==> src/rtl/at_cmd_sequencer.sv <==
// rtl/at_cmd_sequencer.sv - AT command sender with OK/ERROR reply judge and retry
module at_cmd_sequencer #(
   parameter int CLK_FREQ   = 50000000,
   parameter int TIMEOUT_MS = 1000,
   parameter int MAX_RETRY  = 3,
   parameter int CMD_LEN    = 16
) (
   input  logic                         clk,
   input  logic                         rst_n,
   input  logic                         start,
   input  logic [CMD_LEN*8-1:0]         cmd_data,
   input  logic [$clog2(CMD_LEN+1)-1:0] cmd_len,
   output logic                         tx_start,
   output logic [7:0]                   tx_data,
   input  logic                         tx_busy,
   input  logic                         rx_ready,
   input  logic [7:0]                   rx_data,
   output logic                         busy,
   output logic                         done,
   output logic                         ok,
   output logic                         err,
   output logic [1:0]                   attempts,
   output logic                         echo_valid,
   output logic [7:0]                   echo_byte
);

   localparam int LEN_W = $clog2(CMD_LEN + 1);
   localparam int IDX_W = (CMD_LEN > 1) ? $clog2(CMD_LEN) : 1;
   localparam int DIV   = CLK_FREQ / 1000;
   localparam int DIV_W = (DIV > 1) ? $clog2(DIV) : 1;
   localparam int MS_W  = $clog2(TIMEOUT_MS + 1);

   typedef enum logic [2:0] {
      S_IDLE, S_SEND, S_HOLD, S_WAIT_TX, S_SEND_CR, S_WAIT_RESP, S_FINISH
   } state_t;

   state_t               r_state;
   state_t               w_next;
   logic [CMD_LEN*8-1:0] r_cmd;
   logic [LEN_W-1:0]     r_len;
   logic [LEN_W-1:0]     r_idx;
   logic [DIV_W-1:0]     r_div;
   logic [MS_W-1:0]      r_ms;
   logic [7:0]           r_prev;
   logic                 r_ok;
   logic                 r_err;
   logic [1:0]           r_attempts;

   logic [7:0]           w_bytes [CMD_LEN];
   logic [7:0]           w_cur_byte;
   logic                 w_len_bad;
   logic                 w_more_bytes;
   logic                 w_tick;
   logic                 w_timeout;
   logic                 w_rx_ok;
   logic                 w_rx_er;
   logic                 w_fail;
   logic                 w_can_retry;

   // Unpack the shadowed command so byte 0 is the most significant byte
   for (genvar g = 0; g < CMD_LEN; g++) begin : g_bytes
      assign w_bytes[g] = r_cmd[(CMD_LEN-1-g)*8 +: 8];
   end

   assign w_cur_byte   = w_bytes[r_idx[IDX_W-1:0]];
   assign w_len_bad    = (cmd_len == '0) || (cmd_len > LEN_W'(CMD_LEN));
   assign w_more_bytes = r_idx < (r_len - LEN_W'(1));
   assign w_tick       = (r_div == DIV_W'(DIV - 1));
   // The tick that would carry the ms counter onto TIMEOUT_MS ends the window
   assign w_timeout    = w_tick && (r_ms == MS_W'(TIMEOUT_MS - 1));
   assign w_rx_ok      = rx_ready && (r_prev == 8'h4F) && (rx_data == 8'h4B);
   assign w_rx_er      = rx_ready && (r_prev == 8'h45) && (rx_data == 8'h52);
   assign w_fail       = w_rx_er || w_timeout;
   assign w_can_retry  = r_attempts < 2'(MAX_RETRY);

   // State register
   always_ff @(posedge clk) begin
      if (!rst_n) r_state <= S_IDLE;
      else        r_state <= w_next;
   end

   // Next-state decision; an OK match takes priority over a same-cycle timeout
   always_comb begin
      w_next = r_state;
      case (r_state)
         S_IDLE:      if (start) w_next = w_len_bad ? S_FINISH : S_SEND;
         S_SEND:      if (!tx_busy) w_next = S_HOLD;
         S_HOLD:      w_next = S_WAIT_TX;
         S_WAIT_TX:   if (!tx_busy) w_next = w_more_bytes ? S_SEND : S_SEND_CR;
         S_SEND_CR:   if (!tx_busy) w_next = S_WAIT_RESP;
         S_WAIT_RESP: begin
            if (w_rx_ok)     w_next = S_FINISH;
            else if (w_fail) w_next = w_can_retry ? S_SEND : S_FINISH;
         end
         S_FINISH:    w_next = S_IDLE;
         default:     w_next = S_IDLE;
      endcase
   end

   // Output decode: transmit strobes, busy and the done pulse
   always_comb begin
      tx_start = 1'b0;
      tx_data  = 8'h00;
      busy     = (r_state != S_IDLE);
      done     = 1'b0;
      case (r_state)
         S_SEND: if (!tx_busy) begin
            tx_start = 1'b1;
            tx_data  = w_cur_byte;
         end
         S_SEND_CR: if (!tx_busy) begin
            tx_start = 1'b1;
            tx_data  = 8'h0D;
         end
         S_FINISH: done = 1'b1;
         default: ;
      endcase
   end

   // Shadow registers, byte index, response timer, match register and result flags
   always_ff @(posedge clk) begin
      if (!rst_n) begin
         r_cmd      <= '0;
         r_len      <= '0;
         r_idx      <= '0;
         r_div      <= '0;
         r_ms       <= '0;
         r_prev     <= '0;
         r_ok       <= 1'b0;
         r_err      <= 1'b0;
         r_attempts <= '0;
      end else begin
         case (r_state)
            S_IDLE: if (start) begin
               r_cmd      <= cmd_data;
               r_len      <= cmd_len;
               r_idx      <= '0;
               r_ok       <= 1'b0;
               r_err      <= w_len_bad;
               r_attempts <= '0;
            end
            S_WAIT_TX: if (!tx_busy && w_more_bytes) r_idx <= r_idx + LEN_W'(1);
            S_SEND_CR: if (!tx_busy) begin
               r_div  <= '0;
               r_ms   <= '0;
               r_prev <= '0;
            end
            S_WAIT_RESP: begin
               r_div <= w_tick ? '0 : r_div + DIV_W'(1);
               if (w_tick) r_ms <= r_ms + MS_W'(1);
               if (rx_ready) r_prev <= rx_data;
               if (w_rx_ok) begin
                  r_ok <= 1'b1;
               end else if (w_fail) begin
                  if (w_can_retry) begin
                     r_attempts <= r_attempts + 2'd1;
                     r_idx      <= '0;
                  end else begin
                     r_err <= 1'b1;
                  end
               end
            end
            default: ;
         endcase
      end
   end

   assign ok         = r_ok;
   assign err        = r_err;
   assign attempts   = r_attempts;
   assign echo_valid = tx_start;
   assign echo_byte  = tx_data;

endmodule

==> config.mk <==
export PLATFORM = sky130hd
export DESIGN_NAME = at_cmd_sequencer
export DESIGN_NICKNAME = d
export VERILOG_FILES = /design/src/rtl/at_cmd_sequencer.sv
export SDC_FILE = /design/constraint.sdc
export NUM_CORES = 1
export LEC_CHECK = 0
export ABC_AREA = 1
export ABC_CLOCK_PERIOD_IN_PS = 4200
export CAP_MARGIN = 20
export CORE_MARGIN = 2
export CORE_UTILIZATION = 25
export DETAILED_ROUTE_END_ITERATION = 12
export SYNTH_ARGS = -nofsm -noshare
export SYNTH_HDL_FRONTEND = slang
export SYNTH_SLANG_ARGS = --single-unit
==> constraint.sdc <==
create_clock -name clk -period 4.2 [get_ports clk]
set_input_delay 0.84 -clock clk [delete_from_list [all_inputs] [get_ports clk]]
set_output_delay 0.84 -clock clk [all_outputs]
set_load 0.05 [all_outputs]
# After elaboration in Yosys (flattened, before gate mapping)

Cells that the tools add are included.

Order comparisons: 4
Eq/ne operators: 25
Reductions and logical operators: 25
Bitwise logic cells: 1
Multiplexer cells: 47
Add/sub/neg operators: 5

Operators with widths:

| cell                                                                  | number |
|---|---|
| 8-bit 2-to-1 mux                                                      | 5 |
| 8-bit binary-select mux with 4-bit select                             | 1 |
| 8-bit by 7-bit equality test with 1-bit output, second input constant | 4 |
| 16-bit 2-to-1 mux                                                     | 2 |
| 16-bit case mux with 2 select lines                                   | 1 |
| 8-bit case mux with 2 select lines                                    | 2 |
| 3-bit 2-to-1 mux                                                      | 9 |
| 5-bit 2-to-1 mux                                                      | 5 |
| 2-bit inequality test, second input constant                          | 12 |
| 10-bit 2-to-1 mux                                                     | 2 |
| 10-bit case mux with 2 select lines                                   | 1 |
| 3-bit case mux with 6 select lines                                    | 1 |
| 16-bit by 1-bit adder with 16-bit output, second input constant       | 1 |
| 16-bit equality test, second input constant                           | 1 |
| 5-bit case mux with 3 select lines                                    | 1 |
| 5-bit AND reduction                                                   | 3 |
| 10-bit by 1-bit adder with 10-bit output, second input constant       | 1 |
| 10-bit equality test, second input constant                           | 1 |
| 3-bit equality test, second input constant                            | 3 |
| 1-bit 2-to-1 mux                                                      | 9 |
| 3-bit AND reduction                                                   | 3 |
| 2-bit 2-to-1 mux                                                      | 4 |
| 3-bit by 2-bit equality test with 1-bit output, second input constant | 2 |
| 1-bit logical AND                                                     | 6 |
| 22 further kinds                                                      | 27 |

Logic and storage cells: 117
Register bits after elaboration: 179

# Depth between registers and ports, before layout

Gate-level depths: netlist (run 1).

Depth after elaboration: 7
Mapped depth: 14
Gate-level depth less buffers: 14

# Least setup slack after synthesis (run 1)

Ideal clock, no wire load.

Path type: register -> output
Start point: register r_idx[1]
End point: output port tx_data[1]
Data required time: 3360 ps
Data arrival time: 2287 ps
Cell stages (with the launch flop): 10
Slack: 1073 ps
Cells stage by stage: dfxtp_1 > inv_1 > clkbuf_1 > clkbuf_1 > a21oi_1 > o21ai_0 > nand3_1 > nand3_1 > a21oi_1 > buf_4

Longest elaborated chain between the ends: 6

Ends and longest elaborated chain:

| what                                                | RTL line | RTL |
|---|---|---|
| start, declared                                     | 41       | `logic [LEN_W-1:0] r_idx;` |
| start signal, assigned                              | 142      | `S_WAIT_TX: if (!tx_busy && w_more_bytes) r_idx <= r_idx + LEN_W'(1);` |
| 4-bit NOT with 5-bit output (not written as such)   | 65       | `assign w_cur_byte = w_bytes[r_idx[IDX_W-1:0]];` |
| 8-bit binary-select mux with 4-bit select           | 65       |  |
| 8-bit 2-to-1 mux (not written as such) (2 in a row) | 65       |  |
| 8-bit 2-to-1 mux                                    | 107      | `S_SEND: if (!tx_busy) begin` |
| 8-bit case mux with 2 select lines                  | 106      | `case (r_state)` |
| end, declared                                       | 14       | `output logic [7:0] tx_data,` |

No other way between the ends. The select of a mux whose other input is x is not followed.

# Worst setup path in the final report (run 1)

Start point: register r_idx[0]
End point: output port echo_byte[1]

Longest elaborated chain between the ends: 6

Ends and longest elaborated chain:

| what                                                | RTL line | RTL |
|---|---|---|
| 4-bit NOT with 5-bit output (not written as such)   | 65       |  |
| 8-bit binary-select mux with 4-bit select           | 65       |  |
| 8-bit 2-to-1 mux (not written as such) (2 in a row) | 65       |  |
| 8-bit 2-to-1 mux                                    | 107      |  |
| 8-bit case mux with 2 select lines                  | 106      |  |
| end, declared                                       | 24       | `output logic [7:0] echo_byte` |

No other way between the ends. The select of a mux whose other input is x is not followed.

==> results of run 1 <==
==> metal layers <==
layer / up-vias / part of all wire / GRT usage
li1: 4381 / - / -
met1: 4018 / 0.47 / 0.204
met2: 230 / 0.47 / 0.248
met3: 21 / 0.050 / 0.0240
met4: 0 / 0.011 / 0.0364
met5: - / 0 / 0
==> synth_stat cells (4+ instances only) <==
library cell and instances:
o21ai_0 200, nor2_1 186, dfxtp_1 179, a21oi_1 169, inv_1 118, nand2_1 110
nand3_1 94, clkbuf_1 46, buf_2 15, nand4_1 14, buf_6 11, nor3_1 11
buf_4 9, ha_1 9, o21ai_1 8, inv_2 7, xor2_1 7, buf_1 6
nand2_2 6, a21oi_2 4, nor2_2 4, o211ai_1 4
==> area by class of cell <==
type | count | share of cell area
Clock buffer | 18 | 0.0375
Multi-Input combinational cell | 858 | 0.369
Timing Repair Buffer | 183 | 0.172
Sequential cell | 179 | 0.313
Tap cell | 455 | 0.0497
Inverter | 127 | 0.0422
Antenna cell | 3 | 0.000655
Clock inverter | 14 | 0.0159
==> worst paths after layout <==
check,endpoint,cells past startpoint
hold reg to reg,r_cmd[67],2
setup / recovery,echo_byte[1],6
hold / removal,r_cmd[67],2
setup reg to reg,r_idx[0],14
==> worst max-delay path: cells and delay by family (launching register included) <==
| kind | cells | cell delay [ps] |
|---|---|---|
| AND/OR/NAND/NOR | 2 | 280 |
| AO/OA/AOI/OAI | 2 | 760 |
| flip-flops | 1 | 320 |
| buffers and inverters | 2 | 860 |
==> power by group <==
group          switching [µW]  internal, µW
registers                 191          2160
clock network             794           862
logic                    1700           867
total                    2680          3890
==> logic make-up after synthesis <==
family / share of synthesized area
simple gates: 0.227
compound gates: 0.235
buf+inv: 0.107
flops: 0.409
xor+xnor: 0.00901
fa+ha+maj: 0.0129
==> registers in the layout, summed over array words and instances (netlist names) <==
register  flops
err           1
r_div        16
r_state       3
r_len         5
r_cmd       128
r_idx         5
r_prev        8
ok            1
attempts      2
r_ms         10
==> stage by stage <==
stage | instance area (µm²) | worst slack [ps] | util
after global routing | 11500 | 548 | 0.332
after global placement | 10800 | 942 | 0.313
final | 11500 | 681 | 0.332
after floorplan | 8750 | 1070 | -
after CTS | 11400 | 701 | 0.331
after detailed placement | 10800 | 967 | 0.313
==> summary.md, run 1 <==
| Metric | Value |
|---|---|
| Peak VDD IR | `0.000333 V` |
| Final hold vios | `0` |
| DRT Pass-1 Iters | `7` |
| PD cells | `574 nW/µm²` |
| Finished Layout Cells | `1837` |
| Post-Syn Instances | `1251` |
| Hold wc startpoint | `r_cmd[67]` |
| CP arrival | `2680 ps` |
| Status | `finished clean` |
| Routed len/inst | `15.1 µm` |
| Startpoint class of the critical path | `flip-flop` |
| Hold Crit Class | `reg -> reg` |
| Antenna violations before repair | `2` |
| Skew final | `21.3 ps` |
| Clock Root Buffer | `clkbuf_16` |
| Critical path's most frequent cell | `nand3_1` |
| Multi-input gate area | `4230 µm²` |
| Dpl cells | `1801` |
| Total power | `6570 µW` |
| Main area contributors after synthesis | `dfxtp_1 (41%), o21ai_0 (11%), a21oi_1 (9.7%), nor2_1 (8.0%), nand3_1 (5.4%)` |
| EDFF count, synth | `0` |
| Die Height | `191 µm` |
| Crit path launch | `r_idx[0]` |
| Max-Cap Viols | `0` |
| Total negative slack | `0 ps` |
| Iteration-0 DRC Markers | `532` |
| Critical path class | `reg -> out` |
| Crit path max fanout | `59` |
| Dominant cell type by area after synthesis | `dfxtp_1` |
| Slowest cell on crit path | `inv_2` |
| Required time of the critical path | `3360 ps` |
| Clk sink count | `179` |
| Core area | `34500 µm²` |
| Resize count post-CTS | `0` |
| Distinct cells, synth | `45` |
| CTS tree | `built` |
| Number of global-route vias before repair | `7929` |
| HPWL after DPL | `19.9 mm` |
| Nets@finish | `1521` |
| Clk_lat worst skew | `440 ps` |
| GR Util All Layers | `0.150` |
| Htree depth | `4` |
| Slew HR | `0.404` |
| Site Rows | `68` |
| Final slew viol count | `0` |
| LEAKAGE | `0.00433 µW` |
| Most frequent cells in the layout | `o21ai_0 (200), nor2_1 (186), dfxtp_1 (177)` |
| Ys Warns | `0` |
| Grt ovf | `0` |
| Yosys top cell area share | `0.409` |
| Mapped Area | `8750 µm²` |
| # DRC | `0` |
| Total CTS buffers | `17` |
| Worst-margin pin slew | `893 ps` |
| GP Congestion | `0.833` |
| PortBufs | `169` |
| CTS Hold Bufs | `0` |
| Global-route wire length before repair | `43.2 mm` |
| Initial core utilization | `0.253` |
| Routed via count | `8650` |
| Syn_area_per_cell | `7.00 µm²` |
| IO Count | `170` |
| Critical Path End Type | `output pin` |
| Crit path cell chain | `inv_2, o21ai_0, nand3_1, nand3_1, a21oi_1, buf_12` |
| Area Overhead vs Synth | `30.9%` |
| Sequential share of the synthesized area | `0.409` |
| Setup repair bufs after CTS | `0` |
| Die X | `191 µm` |
| Fin Hold WS | `456 ps` |
| Antenna-violating nets left | `0` |
| Final setup vio count | `0` |
| Reg area | `3590 µm²` |
| Async SR Flop Fraction | `0` |
| Worst R2R Start | `r_len[0]` |
| Highest Clock Rate | `284 MHz` |
| Most common cell after layout, fill and taps aside | `o21ai_0` |
| Reg clk slew, reported paths | `80 ps` |
| Period Utilization, post-route | `0.838` |
| RSZ-0062 raised after global routing | `no` |
| R2R setup slack | `1980 ps` |
| Post-synthesis sequential element count | `179` |
| Clock buffer depth | `2` |
| Post-Syn Nets | `1406` |
| Die area | `36500 µm²` |
| Via-per-instance ratio | `4.71` |
| Largest net degree at the start of global routing | `93` |
| Ys flop type | `dfxtp_1` |
| Fillers | `3707` |
| Max incr delay on CP | `640 ps` |
| Layout cells sized above 1 | `0.0769` |
| Drt total wl | `27.8 mm` |
| Final min period | `3520 ps` |
Note: power is estimated with default switching activity, not from simulation.
==> run 2, diff against run 1 <==
Settings changed: ABC_CLOCK_PERIOD_IN_PS 4200 to 3050.
Clock period 4.2 ns to 3.05 ns, I/O delays scaled along.
==> summary.md, run 2 (synthesis gave the netlist of run 1 again) <==
| Metric | Value |
|---|---|
| Status | `finished clean` |
| Core area | `34500 µm²` |
| Sw frac | `0.404` |
| Grt ovf | `0` |
| Total power | `9180 µW` |
| Peak VDD IR | `0.000540 V` |
| Slew HR | `0.509` |
| Placed cell area | `11000 µm²` |
| Finished Core Util | `0.336` |
| Highest Clock Rate | `340 MHz` |
| Die X | `191 µm` |
| Die Height | `191 µm` |
| Clock Power Share | `0.248` |
| Critical path's most frequent cell | `nand3_1` |
| Max reg flops | `128` |
| Crit path cell chain | `buf_4, buf_4, o211ai_1, nand3_1, nand3_1, nand3_1, nand2_1, inv_1, buf_12` |
| Total negative slack | `0 ps` |
| DRT Pass-1 Iters | `5` |
| Top reg by flops | `r_cmd` |
| Fillers | `3730` |
| Final setup vio count | `0` |
| Antenna-violating nets left | `0` |
| Clk_lat worst skew | `440 ps` |
| Crit path max-delay family | `buffers and inverters` |
| Final min period | `2940 ps` |
| # DRC | `0` |
| Clk sink count | `179` |
| Iteration-0 DRC Markers | `660` |
| Die area | `36500 µm²` |
| Clock Root Buffer | `clkbuf_16` |
| Fin Hold WS | `461 ps` |
| RSZ-0062 raised after global routing | `no` |
| Required time of the critical path | `2440 ps` |
| CP arrival | `2330 ps` |
| Site Rows | `68` |
| Multi-input gate area | `4240 µm²` |
| GR Util All Layers | `0.154` |
| Nets@finish | `1534` |
| Period Utilization, post-route | `0.965` |
| Reg clk slew, reported paths | `80 ps` |
| Hold Crit Class | `reg -> reg` |
| Largest net degree at the start of global routing | `107` |
| Critical Path End Type | `output pin` |
| Via-per-instance ratio | `4.74` |
| Internal cell power | `5470 µW` |
| Critical path class | `reg -> out` |
| Max-Cap Viols | `0` |
| Initial core utilization | `0.253` |
| Gate power share | `0.396` |
| Most frequent cells in the layout | `o21ai_0 (200), nor2_1 (186), dfxtp_1 (177)` |
| Total CTS buffers | `17` |
| Routed len/inst | `15.1 µm` |
| Area Overhead vs Synth | `32.5%` |
| Final hold vios | `0` |
| Reg area | `3590 µm²` |
| IO Count | `170` |
| Antenna Cells | `0` |
| Fin area | `11600 µm²` |
| Hold path depth | `2` |
| Largest regs | `r_cmd x128, r_div x16, r_ms x10` |
| Startpoint class of the critical path | `flip-flop` |
| HPWL after DPL | `20.3 mm` |
| Htree depth | `4` |
| Layout cells sized above 1 | `0.0869` |
| Worst-margin pin slew | `736 ps` |
| Clock buffer depth | `2` |
| Drt total wl | `27.9 mm` |
| Slowest cell on crit path | `dfxtp_2` |
| Routed via count | `8755` |
| NetSw | `3710 µW` |
| Skew final | `14.8 ps` |
| GP Congestion | `0.813` |
| Number of global-route vias before repair | `8291` |
| Antenna violations before repair | `0` |
| PortBufs | `169` |
| Reg power frac | `0.356` |
| Final slew viol count | `0` |
| LEAKAGE | `0.00440 µW` |
| Most common cell after layout, fill and taps aside | `o21ai_0` |
| FF-to-FF path depth | `13` |
| Global-route wire length before repair | `44.0 mm` |
| WP buf/inv | `4` |
| Crit path max fanout | `25` |
| PD cells | `791 nW/µm²` |
| CTS tree | `built` |
| Critical Path Stages | `9` |
| Max incr delay on CP | `420 ps` |
## run 2: cell count changes in the layout (fill, tap and decap cells not counted), moves of 3 or more
cell / change
clkinv_8: -3
buf_4: +9
buf_12: +5
inv_8: +3
diode_2: -3
inv_6: -3
## run 2: per-stage QoR
step,instances,setup WS [ps]
global placement,1815,241
finish,1847,107
CTS,1847,53.4
global route,1847,3.84
floorplan,1251,153
detailed placement,1815,264
## run 2: final timing paths
kind | from | end | slack [ps]
worst min-delay path | r_cmd[50] | r_cmd[50] | 460
worst min register to register | r_cmd[50] | r_cmd[50] | 460
worst max register to register | r_len[0] | r_idx[0] | 870
worst max-delay path | r_idx[1] | tx_data[3] | 110
## run 2: per-layer routing
layer,part of all wire,global-route usage
met5,0,0
met4,0.024,0.0571
met3,0.054,0.0220
met1,0.46,0.207
met2,0.46,0.248
## run 2: area by class of cell
cell class                 count  area share
clock inverter                13      0.0137
sequential                   179       0.309
clock buffer                  19      0.0382
multi-input combinational    858       0.365
timing repair buffer         196       0.183
inverter                     127      0.0416
tap                          455      0.0491
## run 2: worst min-delay path, cell delays in order (launching register included)
cell,delay (ps)
dfxtp_1,300
inv_1,60
a21oi_1,60
## run 2: power groups by stage
| stage | combinational [µW] | sequential, µW | clock [µW] |
|---|---|---|---|
| CTS | 3660 | 3260 | 2330 |
| finish | 3640 | 3270 | 2280 |
| global placement | 3610 | 3300 | 0 |
| floorplan | 2530 | 3220 | 0 |
| global route | 4070 | 3330 | 2420 |
| detailed placement | 3640 | 3310 | 0 |
## run 2: what timing repair did
| item | CTS | global route |
|---|---|---|
| setup buffers | 0 | 0 |
| hold buffers | 0 | 0 |
| endpoints found under the setup margin | 0 | 4 |
| gates resized for setup | 0 | 2 |
==> run 3, diff against run 2 <==
Settings changed: RECOVER_POWER set to 100.
==> summary.md, run 3 (synthesis gave the netlist of run 1 again) <==
| Metric | Value |
|---|---|
| Status | `finished clean` |
| Initial core utilization | `0.253` |
| Reg clk slew, reported paths | `80 ps` |
| Period Utilization, post-route | `0.950` |
| Critical path's most frequent cell | `nand3_1` |
| Clk sink count | `179` |
| Setup repair bufs after CTS | `0` |
| Total negative slack | `0 ps` |
| CP arrival | `2290 ps` |
| Peak VDD IR | `0.000503 V` |
| Crit path max fanout | `25` |
| Largest net degree at the start of global routing | `107` |
| Slowest cell on crit path | `dfxtp_2` |
| Fin Hold WS | `460 ps` |
| CTS tree | `built` |
| Number of global-route vias before repair | `8291` |
| Max incr delay on CP | `420 ps` |
| Iteration-0 DRC Markers | `596` |
| Total CTS buffers | `17` |
| Die area | `36500 µm²` |
| Gate power share | `0.384` |
| LEAKAGE | `0.00436 µW` |
| Required time of the critical path | `2440 ps` |
| Most common cell after layout, fill and taps aside | `o21ai_0` |
| Routed via count | `8735` |
| Resize count post-CTS | `0` |
| Critical path class | `reg -> out` |
| PD cells | `790 nW/µm²` |
| Core area | `34500 µm²` |
| Worst-margin pin slew | `1430 ps` |
| Antenna violations before repair | `0` |
| Top reg by flops | `r_cmd` |
| NetSw | `3670 µW` |
| Clk_lat worst skew | `430 ps` |
| Most frequent cells in the layout | `o21ai_0 (202), nor2_1 (190), dfxtp_1 (177)` |
| Die X | `191 µm` |
| Hold Crit Class | `reg -> reg` |
| Layout cells sized above 1 | `0.0790` |
| Antenna-violating nets left | `0` |
| Routed len/inst | `15.1 µm` |
| Total power | `9010 µW` |
| Final min period | `2900 ps` |
| CTS Hold Bufs | `0` |
| Internal cell power | `5340 µW` |
| Placed cell area | `11000 µm²` |
| Final hold vios | `0` |
| Highest Clock Rate | `345 MHz` |
| Final setup vio count | `0` |
| Max-Cap Viols | `0` |
| Via-per-instance ratio | `4.73` |
| Area Overhead vs Synth | `30.2%` |
| Die Height | `191 µm` |
| Sw frac | `0.408` |
| RSZ-0062 raised after global routing | `no` |
| Site Rows | `68` |
| Slew HR | `0.0451` |
| Crit path cell chain | `buf_4, buf_4, o211ai_1, nand3_1, nand3_1, nand3_1, nand2_1, inv_1, clkbuf_4` |
| Htree depth | `4` |
| Drt total wl | `27.9 mm` |
| Clock buffer depth | `2` |
| HPWL after DPL | `20.3 mm` |
| Critical Path End Type | `output pin` |
| Skew final | `15.1 ps` |
| Grt ovf | `0` |
| Fin area | `11400 µm²` |
| Nets@finish | `1534` |
| PortBufs | `169` |
| GR Util All Layers | `0.154` |
| # DRC | `0` |
| Largest regs | `r_cmd x128, r_div x16, r_ms x10` |
| Clock Root Buffer | `clkbuf_16` |
| Max reg flops | `128` |
| IO Count | `170` |
| GP Congestion | `0.813` |
| Finished Core Util | `0.330` |
| Final slew viol count | `0` |
| Reg power frac | `0.363` |
| Antenna Cells | `0` |
| Startpoint class of the critical path | `flip-flop` |
| Clock Power Share | `0.253` |
| DRT Pass-1 Iters | `5` |
| Global-route wire length before repair | `44.0 mm` |
==> run 3: changes by cell type in the layout (fill, tap and decap cells not counted), moves of 3 or more <==
cell / before / now
buf_12: 22 / 12
dlygate4sd3_1: 0 / 9
clkbuf_2: 0 / 6
buf_4: 24 / 21
nor2_1: 186 / 190
clkbuf_4: 0 / 3
clkdlybuf4s50_1: 150 / 141
==> run 3: metal layers <==
layer  track usage  vias up  share of wire
met3        0.0220       26          0.053
li1              -     4402              -
met5             0        -              0
met1         0.207     4066           0.46
met2         0.248      241           0.46
met4        0.0571        0          0.019
==> run 3: critical path, delay by kind of cell (launching register included) <==
family,cells,cell delay [ps]
compound gates,1,100
buf+inv,4,870
flops,1,420
simple gates,4,470
==> run 3: layout make-up <==
cell class	instances	area, µm²
Clock buffer	19	443
Clock inverter	13	159
Fill cell	3766	23100
Inverter	127	483
Multi-Input combinational cell	858	4180
Sequential cell	179	3590
Tap cell	455	569
Timing Repair Buffer	196	1970
==> run 3: path summary, 6_finish.rpt <==
check	depth (start not counted)	startpoint	slack, ps	endpoint
worst max-delay path	9	r_idx[1]	150	tx_data[3]
worst min-delay path	2	r_cmd[50]	460	r_cmd[50]
worst max register to register	6	r_state[1]	470	r_cmd[89]
worst min register to register	2	r_cmd[50]	460	r_cmd[50]
==> run 3: per-stage QoR <==
| stage | worst slack, ps | std cells |
|---|---|---|
| after global routing | 3.84 | 1847 |
| after CTS | 53.4 | 1847 |
| after detailed placement | 264 | 1815 |
| after floorplan | 153 | 1251 |
| final | 152 | 1847 |
| after global placement | 241 | 1815 |
==> run 3: power by group through the flow <==
stage	clock network [µW]	logic, µW	registers [µW]
2_1_floorplan	0	2530	3220
3_3_place_gp	0	3610	3300
3_5_place_dp	0	3640	3310
4_1_cts	2330	3660	3260
5_1_grt	2420	3890	3330
6_report	2280	3460	3270
